### src/rtl/ps2_fifo.sv
// rtl/ps2_fifo.sv - show-ahead keyboard character FIFO between PS/2 decoder and CPU bus
// Define PS2_FIFO_OVERWRITE_EN to overwrite the oldest entry on a full-FIFO write instead of dropping.
module ps2_fifo #(
  parameter int DATA_W = 8,
  parameter int DEPTH  = 16,
  parameter int ADDR_W = 4
) (
  input  logic              clk,
  input  logic              rst_n,
  input  logic              ps2_write,
  input  logic [DATA_W-1:0] ps2_ascii,
  input  logic              cpu_read,
  input  logic              ovf_clr,
  output logic [DATA_W-1:0] char,
  output logic [1:0]        state,
  output logic [ADDR_W:0]   count,
  output logic              overflow,
  output logic [31:0]       ps2_counter
);

  localparam logic [ADDR_W:0] FULL_CNT = (ADDR_W+1)'(DEPTH);

  logic [DATA_W-1:0] mem [DEPTH];
  logic [ADDR_W-1:0] wr_ptr;
  logic [ADDR_W-1:0] rd_ptr;
  logic              is_empty;
  logic              is_full;
  logic              rd_acc;
  logic              wr_acc;
  logic              pop;
  logic              ovf_set;

  assign is_empty = (count == '0);
  assign is_full  = (count == FULL_CNT);
  assign rd_acc   = cpu_read && !is_empty;
  // A write into a full FIFO with no read is the only overflow event in either build.
  assign ovf_set  = ps2_write && is_full && !cpu_read;

`ifdef PS2_FIFO_OVERWRITE_EN
  assign wr_acc = ps2_write;
  assign pop    = rd_acc || ovf_set;
`else
  assign wr_acc = ps2_write && (!is_full || cpu_read);
  assign pop    = rd_acc;
`endif

  always_ff @(posedge clk) begin
    if (!rst_n) begin
      wr_ptr      <= '0;
      rd_ptr      <= '0;
      count       <= '0;
      overflow    <= 1'b0;
      ps2_counter <= '0;
    end else begin
      if (wr_acc) begin
        wr_ptr      <= wr_ptr + 1'b1;
        ps2_counter <= ps2_counter + 32'd1;
      end
      if (pop) begin
        rd_ptr <= rd_ptr + 1'b1;
      end
      case ({wr_acc, pop})
        2'b10:   count <= count + 1'b1;
        2'b01:   count <= count - 1'b1;
        default: count <= count;
      endcase
      if (ovf_set) begin
        overflow <= 1'b1;
      end else if (ovf_clr) begin
        overflow <= 1'b0;
      end
    end
  end

  // Storage is deliberately left uncleared by reset.
  always_ff @(posedge clk) begin
    if (rst_n && wr_acc) begin
      mem[wr_ptr] <= ps2_ascii;
    end
  end

  always_comb begin
    char  = '0;
    state = 2'b01;
    if (!is_empty) begin
      char = mem[rd_ptr];
    end
    if (is_empty) begin
      state = 2'b00;
    end else if (is_full) begin
      state = 2'b10;
    end
  end

endmodule

### config.mk
export PLATFORM = sky130hd
export DESIGN_NAME = ps2_fifo
export DESIGN_NICKNAME = d
export VERILOG_FILES = /design/src/rtl/ps2_fifo.sv
export SDC_FILE = /design/constraint.sdc
export NUM_CORES = 1
export LEC_CHECK = 0
export CORE_UTILIZATION = 55
export CTS_BUF_LIST = sky130_fd_sc_hd__clkbuf_16
export DETAILED_ROUTE_END_ITERATION = 12
export PLACE_DENSITY = 0.76
export SLEW_MARGIN = 5
export SYNTH_ARGS = -nofsm -noshare
export SYNTH_HDL_FRONTEND = slang
export SYNTH_SLANG_ARGS = --single-unit
### constraint.sdc
create_clock -name clk -period 8.5 [get_ports clk]
set_clock_uncertainty 0.1 [all_clocks]
set_input_delay 1.275 -clock clk [delete_from_list [all_inputs] [get_ports clk]]
set_output_delay 1.275 -clock clk [all_outputs]
set_load 0.02 [all_outputs]
==> impl_metrics.env <==
export IMPL_clk_pin_slew_ps=60
export IMPL_cts_resized=0
export IMPL_synth_xor_area_frac=0.01638
export IMPL_cts_buffers=17
export IMPL_peakVddDrop_uv=169.4
export IMPL_worst_pin_slew_ps=1045
export IMPL_max_freq_mhz=237.0
export IMPL_slew_violations=0
export IMPL_port_buffers=60
export IMPL_synthMuxAreaShare=0.1324
export IMPL_io_pins=61
export IMPL_ctsLongestPathBuffers=2
export IMPL_first_pass_iters=5
export IMPL_place_gp_congestion=0.7859
export IMPL_fp_dieW_um=118.7
export IMPL_yosys_area_share_simple=0.09475
export IMPL_drt_iter0_markers=460
export IMPL_synth_compound_area_frac=0.07052
export IMPL_end_kind="register"
export IMPL_cellPowerDensity_nw_per_um2=251.1
export IMPL_setup_tns_ps=0
export IMPL_hold_class="register to register"
export IMPL_synth_cell_type_count=50
export IMPL_critPathArrivalTime_ps=4440
export IMPL_htreeDepth=4
export IMPL_synth_edf_count=128
export IMPL_hpwl_um=9622
export IMPL_dieArea_sq_um=14080
export IMPL_diodes=0
export IMPL_rows=42
export IMPL_grt_max_degree=35
export IMPL_cp_start_kind="input pin"
export IMPL_grt_pass1_vias=4516
export IMPL_wire_per_inst_um=19.80
export IMPL_slew_headroom=0.3024
export IMPL_ys_ff_latch=178
export IMPL_rr_endpoint="count[4]"
export IMPL_synth_top_flop_cell="edfxtp_1"
export IMPL_r2r_slack_ps=5200
export IMPL_hold_end="ps2_counter[31]"
export IMPL_area_growth_pct=17.21
export IMPL_synthCells=510
export IMPL_r2r_cells=10
export IMPL_die_y_um=118.7
export IMPL_crit_chain="clkdlybuf4s50_1 -> nand2b_1 -> o21a_1 -> clkinv_2 -> ha_1 -> xor2_1 -> ha_1 -> a21oi_1 -> xor2_1 -> or3_1 -> a21oi_1"
export IMPL_pre_cts_ws_ps=3850
export IMPL_wirelength_um=14850
export IMPL_path_class="input pin to register"
export IMPL_drv_cap=0
export IMPL_core_sq_um=13240
export IMPL_rsz0062_at_grt="false"
export IMPL_clk_latency_ps=420
export IMPL_path_buf_inv=2
export IMPL_drc_errors=0
export IMPL_hold_ws_ps=379.4
export IMPL_fin_nets=583
export IMPL_status="complete, no violations"
export IMPL_slowest_stage="nand2b_1"
export IMPL_worstPathRequired_ps=8720
export IMPL_cp_top_family="simple AND/OR/NAND/NOR gates"
export IMPL_cts_root_buffer="clkbuf_16"
export IMPL_report_final_hold_viol_count=0
export IMPL_setup_viol=0
export IMPL_drive_gt1_frac=0.1359
export IMPL_p_leak_nw=2.716
export IMPL_r2r_start="count[2]"
export IMPL_syn_nets=532
export IMPL_hp_start="ps2_counter[31]"
export IMPL_syn_avg_cell_area_sq_um=14.68
export IMPL_syn_area_sq_um=7487
export IMPL_fillerInstances=949
export IMPL_min_period_ps=4219
export IMPL_grtUsageTotal=0.2297
export IMPL_initial_core_util=0.5654
export IMPL_setup_slack_ps=4281
export IMPL_cts_sinks=178
export IMPL_crit_path_max_incr_delay_ps=540
export IMPL_grt_pass1_wl_um=24630
export IMPL_vias=4480
export IMPL_synthArstFlopShare=0
export IMPL_synth_adder_area_share=0.01504
export IMPL_cts_tree="built"
export IMPL_min_path_cells=2
export IMPL_detail_route_antenna_nets=0
export IMPL_period_share=0.4964
export IMPL_cts_setup_buffers=0
export IMPL_vias_per_cell=5.973
export IMPL_antenna_found_initial=0
export IMPL_synth_top_family_by_area="multiplexers"
export IMPL_ys_warnings_count=0
export IMPL_path_max_fanout=14
export IMPL_grt_overflow=0
export IMPL_synth_seq_area_share=0.6471
export IMPL_ctsHoldBuffers=0
==> cell usage in the layout, fill, tap and decap left out, types with 4 or more instances in the layout <==
cell / instances
xor2_1: 12
nand4_1: 4
nor2_1: 35
mux4_2: 32
and4_1: 5
clkinv_2: 4
edfxtp_1: 128
clkbuf_16: 17
inv_1: 8
o21ai_0: 6
dfxtp_1: 48
nor4_1: 7
ha_1: 9
o211ai_1: 5
nand2_1: 27
nand2b_1: 10
nand3_1: 13
or3_1: 7
o21a_1: 5
clkdlybuf4s50_1: 60
o31ai_1: 10
mux2i_1: 27
o22ai_1: 9
or4_1: 11
clkinvlp_4: 8
a21oi_1: 19
==> registers in the layout, summed over array words and instances (netlist names), named ones only <==
register and flops:
mem 128, ps2_counter 32, count 5, rd_ptr 4, wr_ptr 4, overflow 1
==> worst max-delay path by stage <==
stage                         from         to  slack (ps)  cells after the start
after global placement       rst_n  mem[0][2]        3980                      5
after floorplan           cpu_read   count[4]        4950                     12
after CTS                 register    char[1]        4220                      5
after global routing         rst_n  mem[3][4]        4060                      5
final                     cpu_read   count[2]        4280                     11
after detailed placement  cpu_read   count[2]        3850                     11
==> through the flow <==
stage	instances	total power [mW]	utilization	instance area [sq um]
finish	750	2.204	0.6627	8776
floorplan	510	1.304	-	7487
detailed placement	718	1.448	0.6178	8182
CTS	750	2.221	0.6627	8776
global placement	718	1.436	0.6178	8182
global route	750	2.285	0.6627	8776
==> cell usage after synthesis, types with 6 or more instances <==
master    count  area share
or4_1        11       0.011
or3_1         7      0.0058
nor2_1       35       0.018
o31ai_1      10       0.010
xor2_1       12       0.014
clkbuf_1     17      0.0085
o21ai_0       6      0.0040
a21oi_1      19       0.013
inv_1         7      0.0035
buf_2         7      0.0047
nand2b_1     10      0.0084
nand3_1      13      0.0087
nor4_1        7      0.0058
edfxtp_1    128        0.51
o22ai_1       9      0.0075
ha_1          9       0.015
nand2_1      27       0.014
dfxtp_1      50        0.13
mux4_2       32       0.096
mux2i_1      27       0.036
==> cell type report <==
class / instances / area [sq um] / area share
inverter: 9 / 35.03 / 0.003992
clock buffer: 17 / 425.4 / 0.04847
clock inverter: 15 / 168.9 / 0.01925
sequential: 178 / 4847 / 0.5523
multi-input combinational: 293 / 2464 / 0.2807
tap: 176 / 220.2 / 0.02509
timing repair buffer: 62 / 615.6 / 0.07015
==> metal layers <==
layer | GRT usage | vias up | wire length [um]
met5 | 0 | - | 0
met4 | 0.07199 | 0 | 95
met3 | 0.04199 | 9 | 763
met2 | 0.3666 | 156 | 7365
met1 | 0.3216 | 2215 | 6623
li1 | - | 2100 | -
==> cells by family after synthesis <==
group | Yosys count
flip-flops | 178
AND/OR/NAND/NOR | 135
AO/OA/AOI/OAI | 76
multiplexers | 59
buffers and inverters | 39
XOR/XNOR | 14
adder cells (fa/ha/maj) | 9
==> power breakdown <==
group / internal, mW / leakage [nW] / switching [mW]
registers: 0.952 / 1.56 / 0.0389
logic: 0.198 / 0.888 / 0.238
clock network: 0.459 / 0.270 / 0.318
==> worst min-delay path, stage by stage, from the launching register on <==
cell	delay, ps
dfxtp_1	320
nand2_1	60
mux2i_1	60
No activity file was read; power rests on OpenSTA's default activity.
